$ cat src/rtl/meas_sched.sv
// meas_sched: round-robin measurement scheduler for the analog conversion
// controller. For each enabled channel, in ascending index order, it
// selects the AFE input, fires a one-cycle trigger, and collects the
// result (or gives up on a timeout). Each result is then offered on a
// valid/ready stream. Rounds are separated by a programmable idle gap.
//
// Optional build macro MEAS_SCHED_AVG4_EN: every channel is converted four
// times back to back. The pushed result is the truncating mean of the four
// samples. When the macro is undefined, each channel gets one conversion.

`default_nettype none

module meas_sched #(
  parameter int NCH      = 4,
  parameter int DATA_W   = 12,
  parameter int PERIOD_W = 16,
  parameter int TIMEOUT  = 1023
) (
  input  logic                prim_clk,
  input  logic                prim_rst,
  input  logic                enable,
  input  logic [NCH-1:0]      ch_mask,
  input  logic [PERIOD_W-1:0] period,
  output logic                trig,
  output logic [3:0]          afe_sel,
  input  logic [DATA_W-1:0]   meas_data,
  input  logic                meas_data_p,
  input  logic                meas_eop,
  output logic                res_valid,
  input  logic                res_ready,
  output logic [DATA_W-1:0]   res_data,
  output logic [3:0]          res_ch,
  output logic                busy,
  output logic                timeout_err,
  input  logic                err_clr
);

  // Timeout counter counts CONVERT cycles; it expires on the TIMEOUT-th one.
  localparam int              TO_W    = $clog2(TIMEOUT + 1);
  localparam logic [TO_W-1:0] TO_LAST = TO_W'(TIMEOUT - 1);

  typedef enum logic [2:0] {
    S_IDLE    = 3'd0,
    S_SELECT  = 3'd1,
    S_TRIG    = 3'd2,
    S_CONVERT = 3'd3,
    S_PUSH    = 3'd4,
    S_NEXT    = 3'd5,
    S_WAIT    = 3'd6
  } state_t;

  state_t state_q, state_d;

  logic [NCH-1:0]      mask_q, mask_d;
  logic [PERIOD_W-1:0] period_q, period_d;
  logic [3:0]          ptr_q, ptr_d;
  logic [3:0]          afe_sel_q, afe_sel_d;
  logic [TO_W-1:0]     to_cnt_q, to_cnt_d;
  logic [PERIOD_W-1:0] wait_cnt_q, wait_cnt_d;
  logic                got_data_q, got_data_d;
  logic [DATA_W-1:0]   res_data_q, res_data_d;
  logic [3:0]          res_ch_q, res_ch_d;
  logic                timeout_err_q, timeout_err_d;

`ifdef MEAS_SCHED_AVG4_EN
  logic [DATA_W+1:0]   acc_q, acc_d;
  logic [1:0]          rep_q, rep_d;
  logic [DATA_W+1:0]   acc_sum;
`endif

  logic [NCH-1:0] above_vec;
  logic           has_next;
  logic           restart_ok;
  logic           to_hit;
  logic           wait_done;
  logic           data_seen;
  logic           last_rep;
  logic           advance;
  logic           round_start;
  logic           timeout_set;

  // Index of the lowest set bit; 0 when the vector is empty.
  function automatic logic [3:0] lowest_idx(input logic [NCH-1:0] v);
    logic [3:0] idx;
    idx = '0;
    for (int i = NCH - 1; i >= 0; i--) begin
      if (v[i]) idx = 4'(i);
    end
    return idx;
  endfunction

  // Latched-mask channels strictly above the current pointer.
  generate
    for (genvar gi = 0; gi < NCH; gi++) begin : g_above
      assign above_vec[gi] = mask_q[gi] & (4'(gi) > ptr_q);
    end
  endgenerate

  assign has_next    = |above_vec;
  assign restart_ok  = enable & (|ch_mask);
  assign to_hit      = (to_cnt_q == TO_LAST);
  assign wait_done   = (wait_cnt_q == PERIOD_W'(1));
  assign data_seen   = got_data_q | meas_data_p;
  assign timeout_set = (state_q == S_CONVERT) & ~meas_eop & to_hit;
  // Moving to the next channel of the same round, as opposed to starting a round.
  assign advance     = (state_q == S_NEXT) & enable & has_next;
  assign round_start = (state_d == S_SELECT) & ~advance;

`ifdef MEAS_SCHED_AVG4_EN
  assign acc_sum  = acc_q + (meas_data_p ? {2'b00, meas_data} : '0);
  assign last_rep = (rep_q == 2'd3);
`else
  assign last_rep = 1'b1;
`endif

  // State register.
  always_ff @(posedge prim_clk) begin
    if (prim_rst) state_q <= S_IDLE;
    else          state_q <= state_d;
  end

  // Next-state decode: per-channel sequencing and round control.
  always_comb begin
    state_d = state_q;
    unique case (state_q)
      S_IDLE:    if (restart_ok) state_d = S_SELECT;
      S_SELECT:  state_d = S_TRIG;
      S_TRIG:    state_d = S_CONVERT;
      S_CONVERT: begin
        // End-of-phase has priority over an expiring timeout.
        if (meas_eop) begin
          if (!data_seen)    state_d = S_NEXT;
          else if (last_rep) state_d = S_PUSH;
          else               state_d = S_TRIG;
        end else if (to_hit) begin
          state_d = S_NEXT;
        end
      end
      S_PUSH:    if (res_ready) state_d = S_NEXT;
      S_NEXT: begin
        if (!enable)              state_d = S_IDLE;
        else if (has_next)        state_d = S_SELECT;
        else if (period_q != '0)  state_d = S_WAIT;
        else if (restart_ok)      state_d = S_SELECT;
        else                      state_d = S_IDLE;
      end
      S_WAIT: begin
        if (wait_done) state_d = restart_ok ? S_SELECT : S_IDLE;
      end
      default:   state_d = S_IDLE;
    endcase
  end

  // Moore outputs decoded from the current state.
  always_comb begin
    trig      = (state_q == S_TRIG);
    res_valid = (state_q == S_PUSH);
    busy      = (state_q != S_IDLE);
  end

  // Datapath next values: round latches, pointer, counters, result and error flag.
  always_comb begin
    mask_d        = mask_q;
    period_d      = period_q;
    ptr_d         = ptr_q;
    afe_sel_d     = afe_sel_q;
    to_cnt_d      = to_cnt_q;
    wait_cnt_d    = wait_cnt_q;
    got_data_d    = got_data_q;
    res_data_d    = res_data_q;
    res_ch_d      = res_ch_q;
    timeout_err_d = timeout_err_q;
`ifdef MEAS_SCHED_AVG4_EN
    acc_d         = acc_q;
    rep_d         = rep_q;
`endif

    // Mask and period are only sampled when a round begins.
    if (round_start) begin
      mask_d   = ch_mask;
      period_d = period;
      ptr_d    = lowest_idx(ch_mask);
    end else if (advance) begin
      ptr_d    = lowest_idx(above_vec);
    end

    unique case (state_q)
      S_SELECT: begin
        afe_sel_d = ptr_q;
`ifdef MEAS_SCHED_AVG4_EN
        acc_d     = '0;
        rep_d     = '0;
`endif
      end
      S_TRIG: begin
        to_cnt_d   = '0;
        got_data_d = 1'b0;
      end
      S_CONVERT: begin
        to_cnt_d = to_cnt_q + TO_W'(1);
        if (meas_data_p) begin
          got_data_d = 1'b1;
`ifdef MEAS_SCHED_AVG4_EN
          acc_d      = acc_sum;
`else
          res_data_d = meas_data;
`endif
        end
        if (meas_eop && data_seen) begin
          if (last_rep) begin
            res_ch_d   = afe_sel_q;
`ifdef MEAS_SCHED_AVG4_EN
            res_data_d = acc_sum[DATA_W+1:2];
`endif
          end
`ifdef MEAS_SCHED_AVG4_EN
          else begin
            rep_d = rep_q + 2'd1;
          end
`endif
        end
      end
      S_NEXT: begin
        if (state_d == S_WAIT) wait_cnt_d = period_q;
      end
      S_WAIT: begin
        wait_cnt_d = wait_cnt_q - PERIOD_W'(1);
      end
      default: ;
    endcase

    // A fresh timeout beats a simultaneous clear.
    if (timeout_set)  timeout_err_d = 1'b1;
    else if (err_clr) timeout_err_d = 1'b0;
  end

  // Datapath registers.
  always_ff @(posedge prim_clk) begin
    if (prim_rst) begin
      mask_q        <= '0;
      period_q      <= '0;
      ptr_q         <= '0;
      afe_sel_q     <= '0;
      to_cnt_q      <= '0;
      wait_cnt_q    <= '0;
      got_data_q    <= 1'b0;
      res_data_q    <= '0;
      res_ch_q      <= '0;
      timeout_err_q <= 1'b0;
`ifdef MEAS_SCHED_AVG4_EN
      acc_q         <= '0;
      rep_q         <= '0;
`endif
    end else begin
      mask_q        <= mask_d;
      period_q      <= period_d;
      ptr_q         <= ptr_d;
      afe_sel_q     <= afe_sel_d;
      to_cnt_q      <= to_cnt_d;
      wait_cnt_q    <= wait_cnt_d;
      got_data_q    <= got_data_d;
      res_data_q    <= res_data_d;
      res_ch_q      <= res_ch_d;
      timeout_err_q <= timeout_err_d;
`ifdef MEAS_SCHED_AVG4_EN
      acc_q         <= acc_d;
      rep_q         <= rep_d;
`endif
    end
  end

  assign afe_sel     = afe_sel_q;
  assign res_data    = res_data_q;
  assign res_ch      = res_ch_q;
  assign timeout_err = timeout_err_q;

endmodule

`default_nettype wire

$ cat config.mk
export PLATFORM = sky130hd
export DESIGN_NAME = meas_sched
export DESIGN_NICKNAME = d
export VERILOG_FILES = /design/src/rtl/meas_sched.sv
export SDC_FILE = /design/constraint.sdc
export NUM_CORES = 1
export LEC_CHECK = 0
export CORE_MARGIN = 2
export CORE_UTILIZATION = 54
export CTS_BUF_LIST = sky130_fd_sc_hd__clkbuf_2 sky130_fd_sc_hd__clkbuf_4 sky130_fd_sc_hd__clkbuf_8
export CTS_CLUSTER_SIZE = 10
export DETAILED_ROUTE_END_ITERATION = 7
export PLACE_DENSITY = 0.82
export REMOVE_ABC_BUFFERS = 1
export SYNTH_ARGS = -nofsm -noshare
export SYNTH_HDL_FRONTEND = slang
export SYNTH_SLANG_ARGS = --single-unit
export TNS_END_PERCENT = 100
$ cat constraint.sdc
create_clock -name prim_clk -period 2.3 [get_ports prim_clk]
set_input_delay 0.345 -clock prim_clk [delete_from_list [all_inputs] [get_ports prim_clk]]
set_output_delay 0.345 -clock prim_clk [all_outputs]
set_load 0.02 [all_outputs]
==> flow_metrics.env, run 1 <==
export IMPL_outcome="finished, final reports clean"
export IMPL_io_buffers=58
export IMPL_post_dp_cell_area_um2=4140
export IMPL_multiInputGateArea_um2=1900
export IMPL_routed_via_density=5.75
export IMPL_post_route_period_util_pct=99.5
export IMPL_stdcell_area_um2=4420
export IMPL_maxSlewViolCount=0
export IMPL_fp_dieW_um=84.0
export IMPL_critical_path_max_fanout=5
export IMPL_ir_drop_mv=0.417
export IMPL_critPathTopFamily="simple AND/OR/NAND/NOR gates"
export IMPL_gp_congestion=0.858
export IMPL_cap_violations=0
export IMPL_hold_path_startpoint="prim_rst"
export IMPL_grt_max_degree=50
export IMPL_core_um2=6280
export IMPL_fillers=507
export IMPL_final_cell_count_no_fill=564
export IMPL_crit_chain="nor4_1, nand4_1, o32ai_1, nor3b_1, buf_4, or3_1, a21oi_1"
export IMPL_power_density_nw_per_um2=670
export IMPL_grt_pass1_wl_mm=13.3
export IMPL_synth_edf_count=0
export IMPL_arrival_ps=2560
export IMPL_synthToLayoutAreaGrowth_pct=28.1
export IMPL_dp_cells=543
export IMPL_fmax_mhz=437
export IMPL_netlist_area_um2=3450
export IMPL_r2r_start="period_q[7]"
export IMPL_cts_buffer_depth=2
export IMPL_hold_depth=2
export IMPL_htree_num_levels=3
export IMPL_synthCells=409
export IMPL_worst_hold_slack_ps=377
export IMPL_start_kind="flop"
export IMPL_synth_distinct_cells=63
export IMPL_leakagePower_nw=1.63
export IMPL_wirelength_mm=8.08
export IMPL_num_io_pins=63
export IMPL_setup_viol=0
export IMPL_fp_dieH_um=84.0
export IMPL_async_flop_share_pct=0
export IMPL_clkSlewWorstSetupHoldPaths_ps=70
export IMPL_crit_slowest_cell="o32ai_1"
export IMPL_drc=0
export IMPL_numCtsBuffers=9
export IMPL_layout_nets=525
export IMPL_track_usage_pct=22.8
export IMPL_cp_depth=7
export IMPL_seq_area_um2=1360
export IMPL_ff2ff_path_depth=7
export IMPL_critPathMaxStageDelay_ps=440
export IMPL_grt_overflow_total=0
export IMPL_power_w=0.00296
export IMPL_drt_iter0_markers=199
export IMPL_synth_warnings=0
export IMPL_antenna_found_initial=0
export IMPL_hold_viol=0
export IMPL_fin_skew_ps=10.6
export IMPL_route_vias_total=3245
export IMPL_clock_latency_ps=340
export IMPL_wl_per_cell_um=14.3
export IMPL_ys_flop_type="dfxtp_1"
export IMPL_cts_root_buffer_cell="clkbuf_8"
export IMPL_crit_start="period_q[7]"
export IMPL_cts_sinks=68
export IMPL_synth_seq_cells=68
export IMPL_cts_tree="built"
export IMPL_avgSynthCellArea_um2=8.45
export IMPL_route_antenna_remaining_nets=0
export IMPL_cp_required_ps=2570
export IMPL_hold_path_class="in2reg"
export IMPL_first_global_vias=2985
export IMPL_ys_seq_area_share_pct=39.4
export IMPL_dp_hpwl_mm=5.66
export IMPL_start_util_pct=55.0
export IMPL_setup_total_negative_slack_ps=0
export IMPL_dr_pass1_iters=5
export IMPL_cp_end_kind="flop"
export IMPL_antenna_cells=0
export IMPL_final_layout_size_suffix_gt1_share_pct=14.8
export IMPL_die_area_um2=7050
export IMPL_cp_buffers_inverters=1
export IMPL_worstSetupPathType="reg2reg"
export IMPL_finalCriticalPeriod_ps=2290
export IMPL_placement_rows=29
## power breakdown
group	total, W	switching [W]	internal (W)
combinational	0.000580	0.000277	0.000303
sequential	0.00132	0.0000721	0.00125
clock	0.00107	0.000448	0.000618
total	0.00296	0.000796	0.00217
## path summary, 6_finish.rpt
| kind | to | slack (ps) |
|---|---|---|
| worst min register to register | res_data[7] | 460 |
| worst max-delay path | ptr_q[0] | 10 |
| worst max register to register | ptr_q[0] | 10 |
| worst min-delay path | to_cnt_q[0] | 380 |
## layout by cell type, fill, tap and decap left out, drive strengths merged, types with 2 or more instances in the layout
master,synthesis,routed
o211ai,6,6
and3,4,4
nor3b,2,2
nor3,11,11
clkdlybuf4s50,0,57
nor2,44,44
o21ai,20,20
a221oi,2,2
ha,4,4
a211oi,2,2
nor2b,3,3
mux2,2,2
clkbuf,16,13
o41ai,2,2
a21oi,43,43
nand4,4,4
nand2b,20,20
mux2i,21,21
or3,6,6
buf,8,26
nand3,11,11
or2b,13,13
nor4,6,6
a31oi,4,4
o32ai,2,2
conb,1,4
a2111oi,2,2
a32oi,2,2
dfxtp,68,68
nand2,46,46
nand3b,2,2
a22oi,3,3
o311ai,3,3
inv,12,12
## layer usage
layer | routed length (um) | vias to the layer above | GRT usage, % | part of all wire [%]
met5 | 0 | - | 0 | 0
met4 | 169 | 0 | 9.09 | 2.1
met3 | 463 | 19 | 4.75 | 5.7
met2 | 3990 | 121 | 39.1 | 49
met1 | 3450 | 1514 | 27.7 | 43
li1 | - | 1591 | - | -
## cell usage after synthesis (all sizes together), types with 4 or more instances
| cell | count | area, um^2 |
|---|---|---|
| or2b | 13 | 114 |
| nand2b | 20 | 125 |
| nand2 | 46 | 173 |
| ha | 4 | 50.1 |
| nor4 | 6 | 37.5 |
| a21oi | 43 | 219 |
| a31oi | 4 | 25.0 |
| dfxtp | 68 | 1360 |
| inv | 12 | 45.0 |
| buf | 8 | 70.1 |
| nor3 | 11 | 65.1 |
| mux2i | 21 | 210 |
| nand3 | 11 | 55.1 |
| clkbuf | 16 | 93.8 |
| nand4 | 4 | 25.0 |
| o211ai | 6 | 58.8 |
| or3 | 6 | 42.5 |
| o21ai | 20 | 104 |
| and3 | 4 | 25.0 |
| nor2 | 44 | 181 |
## stage by stage
| stage | worst slack [ps] | utilization [%] |
|---|---|---|
| 6_report | 11.8 | 70.5 |
| 5_1_grt | -52.5 | 70.5 |
| 4_1_cts | 32.1 | 69.4 |
| 3_5_place_dp | -114 | 65.9 |
| 3_3_place_gp | -72.2 | 65.9 |
| 2_1_floorplan | 154 | - |
## cell families (layout without fill, tap and decap cells)
kind of cell	Yosys count	in the layout	synth area share, %
compound gates	99	99	18.6
fa+ha+maj	4	4	1.45
buf+inv	36	111	6.05
flops	68	68	39.4
mux	23	23	6.74
other cells	1	4	0.109
simple gates	178	178	27.6
## cell type report
class                           count  area share, %
Tap cell                           77           2.18
Multi-Input combinational cell    308           42.9
Clock inverter                      3          0.962
Inverter                           12           1.02
Clock buffer                       13           4.04
Timing Repair Buffer               83           18.1
Sequential cell                    68           30.8
## state kept, by name (all words and copies together), names as in the netlist
| register | cells |
|---|---|
| afe_sel | 2 |
| state_q | 3 |
| res_data | 12 |
| period_q | 16 |
| got_data_q | 1 |
| mask_q | 3 |
| ptr_q | 2 |
| timeout_err | 1 |
| wait_cnt_q | 16 |
| to_cnt_q | 10 |
| res_ch | 2 |
## repair_timing
item / CTS / global route
setup buffers: 0 / 5
hold buffers: 0 / 0
setup endpoints to repair: 0 / 20
gates resized for setup: 0 / 2
## worst reg2reg max path, cell delays in order (launching register included)
cell,delay [ps]
dfxtp_1,330
nor4_1,430
nand4_1,240
o32ai_1,440
nor3b_1,130
buf_4,170
or3_1,340
a21oi_1,130
Note: power is estimated with default switching activity, not from simulation.
==> inputs of run 2 (changes only) <==
clock period = 2.5 ns   (was 2.3 ns; I/O delays follow)
==> run 2 against run 1 <==
Wire length is 0.58% lower. Fmax is 0.33% lower. Sequential power decreased by 8%. Sequential share of layout area grew 0.75 points. Highest routed layer unchanged.
==> flow_metrics.env, run 2 (same netlist as run 1, synthesis figures left out) <==
export IMPL_timing_rr_end="period_q[7]"
export IMPL_start_kind="flop"
export IMPL_route_antenna_remaining_nets=0
export IMPL_synthToLayoutAreaGrowth_pct=24.9
export IMPL_numCtsBuffers=9
export IMPL_final_cell_count_no_fill=553
export IMPL_fin_util_pct=68.7
export IMPL_track_usage_pct=23.5
export IMPL_first_global_vias=3037
export IMPL_critPathMaxStageDelay_ps=450
export IMPL_crit_chain="ha_1, nor4b_2, nand4_1, o311ai_2, o211ai_4, nor2_8, buf_12, mux2i_1"
export IMPL_fin_skew_ps=7.45
export IMPL_cts_tree="built"
export IMPL_gp_congestion=0.882
export IMPL_finalCriticalPeriod_ps=2300
export IMPL_final_layout_size_suffix_gt1_share_pct=12.4
export IMPL_fp_dieW_um=84.0
export IMPL_dr_pass1_iters=4
export IMPL_outcome="finished, final reports clean"
export IMPL_dp_hpwl_mm=5.69
export IMPL_fp_dieH_um=84.0
export IMPL_cts_resized=0
export IMPL_hold_viol=0
export IMPL_layout_nets=515
export IMPL_fmax_mhz=436
export IMPL_r2r_setup_slack_ps=200
export IMPL_htree_num_levels=3
export IMPL_post_dp_cell_area_um2=4080
export IMPL_worst_pin_slew_ps=536
export IMPL_antenna_cells=0
export IMPL_route_vias_total=3178
export IMPL_clock_latency_ps=350
export IMPL_hold_path_class="reg2reg"
export IMPL_critical_path_max_fanout=11
export IMPL_post_route_period_util_pct=91.8
export IMPL_cts_sinks=68
export IMPL_start_util_pct=55.0
export IMPL_leakagePower_nw=1.57
export IMPL_grt_overflow_total=0
export IMPL_final_common_cell="dfxtp_1"
export IMPL_die_area_um2=7050
export IMPL_worstHoldEndpoint="res_data[8]"
export IMPL_fillers=530
export IMPL_drc=0
export IMPL_hold_path_startpoint="res_data[8]"
export IMPL_dp_cells=536
export IMPL_crit_slowest_cell="o311ai_2"
export IMPL_maxSlewViolCount=0
export IMPL_cp_end_kind="flop"
export IMPL_placement_rows=29
export IMPL_wl_per_cell_um=14.5
export IMPL_ir_drop_mv=0.398
export IMPL_cap_violations=0
export IMPL_routed_via_density=5.75
export IMPL_core_um2=6280
export IMPL_arrival_ps=2560
export IMPL_wirelength_mm=8.03
export IMPL_antenna_found_initial=0
export IMPL_place_ws_ps=-3.29
export IMPL_hold_depth=2
export IMPL_cts_root_buffer_cell="clkbuf_8"
export IMPL_io_buffers=58
export IMPL_cts_buffer_depth=2
export IMPL_critPathTopFamily="compound AO/OA/AOI/OAI gates"
export IMPL_hold_buffers=0
export IMPL_ff2ff_path_depth=8
export IMPL_slew_headroom_pct=64.3
export IMPL_num_io_pins=63
export IMPL_cp_buffers_inverters=1
export IMPL_cp_required_ps=2770
export IMPL_rsz0062_at_grt="false"
export IMPL_stdcell_area_um2=4320
export IMPL_layout_setup_ws_ps=204
export IMPL_power_density_nw_per_um2=599
export IMPL_final_cell_mix="dfxtp_1 (68), clkdlybuf4s50_1 (57), nand2_1 (46)"
export IMPL_worstSetupPathType="reg2reg"
export IMPL_r2r_start="wait_cnt_q[0]"
export IMPL_grt_pass1_wl_mm=13.5
export IMPL_clkSlewWorstSetupHoldPaths_ps=70
export IMPL_setup_viol=0
export IMPL_drt_iter0_markers=214
export IMPL_grt_max_degree=37
run 2: layer usage:
metal	up-vias	global-route usage, %	wire [um]
li1	1566	-	-
met1	1511	28.1	3520
met2	87	40.7	3970
met3	14	4.95	365
met4	0	9.82	179
met5	-	0	0
run 2: power breakdown:
| part | internal [W] | switching [W] | leakage [nW] |
|---|---|---|---|
| Sequential | 0.00115 | 0.0000684 | 0.552 |
| Combinational | 0.000257 | 0.000244 | 0.916 |
| Clock | 0.000473 | 0.000396 | 0.102 |
run 2: cell type report:
| class | instances | area, um^2 | area share (%) |
|---|---|---|---|
| multi-input cells | 308 | 1900 | 43.9 |
| flip-flops and latches | 68 | 1360 | 31.5 |
| repair buffers | 73 | 726 | 16.8 |
| clock buffers | 14 | 186 | 4.32 |
| well taps | 77 | 96.3 | 2.23 |
| inverters | 12 | 45.0 | 1.04 |
| clock inverters | 1 | 5.00 | 0.116 |
run 2: what timing repair did:
item | 4_1_cts | 5_1_grt
endpoints found under the setup margin | 0 | 18
hold endpoints to repair | 0 | 0
buffers inserted | 0 | 2
run 2: how the worst max path moves through the flow:
stage | cells past startpoint | endpoint | start
floorplan | 6 | mask_q[1] | state_q[2]
global placement | 7 | period_q[9] | ch_mask[1]
detailed placement | 7 | period_q[7] | ch_mask[3]
CTS | 7 | period_q[7] | wait_cnt_q[0]
global route | 8 | period_q[7] | wait_cnt_q[0]
finish | 8 | period_q[7] | wait_cnt_q[0]
run 2: worst reg2reg max path, delay by kind of cell (launching register included):
family	cells	cell delay, ps
AOI/OAI and AO/OA	2	660
adders and majority gates	1	190
buffers and inverters	1	160
DFF	1	440
muxes	1	200
and+or+nand+nor	3	570
run 2: through the flow:
stage	hold WS [ps]	TNS [ps]	power [W]
2_1_floorplan	444	0	0.00150
3_3_place_gp	442	0	0.00168
3_5_place_dp	446	-3.29	0.00170
4_1_cts	455	0	0.00257
5_1_grt	481	0	0.00270
6_report	456	0	0.00259
==> inputs of run 3 (changes only) <==
==> constraint.sdc (replaced) <==
create_clock -name prim_clk -period 2.5 [get_ports prim_clk]
set_input_delay 0.375 -clock prim_clk [delete_from_list [all_inputs] [get_ports prim_clk]]
set_output_delay 0.375 -clock prim_clk [all_outputs]
set_load 0.05 [all_outputs]
==> run 3 against run 2 <==
Sequential power about the same. Hold slack about the same. Highest routed layer unchanged. Flip-flop and latch count unchanged. Final area grew 1.9%. Register-to-register slack worse by 30 ps. Fmax fell by 3.5%. First-iteration DRC count shrank 8.9%. Largest cell class unchanged. Setup slack worse by 84 ps. Count of clock-buffer cells in the layout fell by 4. Sequential share of layout area fell by 0.59 points. Critical endpoint is now busy. Clock skew increased by 3.4 ps. Critical path type is now reg2out.
==> flow_metrics.env, run 3 (same netlist as run 1, synthesis figures left out) <==
export IMPL_fin_skew_ps=10.9
export IMPL_fillers=511
export IMPL_start_util_pct=55.0
export IMPL_gp_congestion=0.892
export IMPL_fin_util_pct=70.1
export IMPL_leakagePower_nw=1.62
export IMPL_dp_hpwl_mm=5.54
export IMPL_drc=0
export IMPL_p_switching_w=0.000777
export IMPL_stdcell_area_um2=4400
export IMPL_clkSlewWorstSetupHoldPaths_ps=80
export IMPL_worst_pin_slew_ps=561
export IMPL_critPathMaxStageDelay_ps=790
export IMPL_post_route_period_util_pct=95.2
export IMPL_swShare_pct=25.3
export IMPL_rsz0062_at_grt="false"
export IMPL_hold_path_class="reg2reg"
export IMPL_slew_headroom_pct=62.6
export IMPL_power_density_nw_per_um2=697
export IMPL_cts_root_buffer_cell="clkbuf_8"
export IMPL_die_area_um2=7050
export IMPL_arrival_ps=2000
export IMPL_grt_pass1_wl_mm=13.8
export IMPL_num_io_pins=63
export IMPL_start_kind="flop"
export IMPL_clock_latency_ps=360
export IMPL_wirelength_mm=8.28
export IMPL_cts_sinks=68
export IMPL_grt_max_degree=37
export IMPL_route_vias_total=3144
export IMPL_cp_required_ps=2120
export IMPL_layout_nets=512
export IMPL_cp_end_kind="output pin"
export IMPL_cts_tree="built"
export IMPL_cp_buffers_inverters=1
export IMPL_dp_cells=533
export IMPL_critical_path_max_fanout=14
export IMPL_ir_drop_mv=0.461
export IMPL_cap_violations=0
export IMPL_seq_area_um2=1360
export IMPL_track_usage_pct=24.0
export IMPL_maxSlewViolCount=0
export IMPL_numCtsBuffers=9
export IMPL_fp_dieW_um=84.0
export IMPL_hold_viol=0
export IMPL_htree_num_levels=3
export IMPL_core_um2=6280
export IMPL_placement_rows=29
export IMPL_wl_per_cell_um=15.0
export IMPL_final_cell_count_no_fill=551
export IMPL_post_dp_cell_area_um2=4060
export IMPL_multiInputGateArea_um2=1900
export IMPL_synthToLayoutAreaGrowth_pct=27.3
export IMPL_finalCriticalPeriod_ps=2380
export IMPL_final_layout_size_suffix_gt1_share_pct=12.2
export IMPL_first_global_vias=3049
export IMPL_antenna_found_initial=0
export IMPL_critPathTopFamily="buffers and inverters"
export IMPL_combPwrFrac_pct=17.1
export IMPL_crit_slowest_cell="clkdlybuf4s50_1"
export IMPL_fp_dieH_um=84.0
export IMPL_fmax_mhz=420
export IMPL_place_ws_ps=-19.9
export IMPL_routed_via_density=5.71
export IMPL_antenna_cells=0
export IMPL_pwr_share_seq_pct=39.6
export IMPL_setup_viol=0
export IMPL_p_clk_share_pct=43.3
export IMPL_worstSetupPathType="reg2out"
export IMPL_io_buffers=58
export IMPL_dr_pass1_iters=8
export IMPL_drt_iter0_markers=195
export IMPL_final_cell_mix="dfxtp_1 (68), clkdlybuf4s50_1 (55), nand2_1 (46)"
export IMPL_p_int_w=0.00229
export IMPL_layout_setup_ws_ps=120
export IMPL_route_antenna_remaining_nets=0
export IMPL_cts_buffer_depth=2
export IMPL_final_common_cell="dfxtp_1"
export IMPL_crit_chain="or3_1, clkdlybuf4s50_1"
export IMPL_grt_overflow_total=0
export IMPL_outcome="finished, final reports clean"
## run 3: changes by cell type in the layout (fill, tap and decap cells not counted)
cell	change
bufinv_16	+5
clkbuf_8	-3
buf_4	-2
clkdlybuf4s50_1	-2
clkbuf_4	-1
clkinv_2	-1
clkinv_4	+1
dlymetal6s2s_1	+1
## run 3: per-layer routing
layer  vias to the layer above  global-route usage (%)  wire length, um
met1                      1455                    29.5             3560
met3                        20                    4.15              423
met4                         0                    12.9              202
li1                       1562                       -                -
met5                         -                       0                0
met2                       107                    39.9             4090
## run 3: path summary, 6_finish.rpt
path / startpoint / end / slack, ps / cells past startpoint
worst max-delay path: state_q[2] / busy / 120 / 2
worst min-delay path: res_data[4] / res_data[4] / 460 / 2
worst max register to register: wait_cnt_q[0] / period_q[7] / 170 / 8
worst min register to register: res_data[4] / res_data[4] / 460 / 2
## run 3: tightest hold or removal path, stage by stage (launching register included)
cell	delay, ps
dfxtp_1	310
nand2_1	50
a21oi_1	50
## run 3: through the flow
| stage | hold slack [ps] | power [W] | setup TNS (ps) |
|---|---|---|---|
| floorplan | 444 | 0.00153 | 0 |
| detailed placement | 446 | 0.00172 | -21.7 |
| global route | 485 | 0.00318 | 0 |
| finish | 456 | 0.00307 | 0 |
| CTS | 457 | 0.00304 | 0 |
| global placement | 442 | 0.00171 | 0 |
## run 3: cell type report
type | instances | area share (%)
tap | 77 | 2.19
timing repair buffer | 70 | 16.0
clock buffer | 10 | 3.13
inverter | 12 | 1.02
sequential | 68 | 31.0
multi-input combinational | 308 | 43.1
clock inverter | 6 | 3.61
## run 3: power by group through the flow
stage | registers [W] | logic, W | clock network, W
6_report | 0.00121 | 0.000525 | 0.00133
5_1_grt | 0.00122 | 0.000567 | 0.00138
4_1_cts | 0.00121 | 0.000489 | 0.00134
3_5_place_dp | 0.00124 | 0.000483 | 0
3_3_place_gp | 0.00124 | 0.000474 | 0
2_1_floorplan | 0.00123 | 0.000301 | 0
## run 3: what timing repair did
action	4_1_cts	5_1_grt
setup buffers	0	2
gates resized for setup	0	1
hold buffers	0	0
setup endpoints to repair	0	19
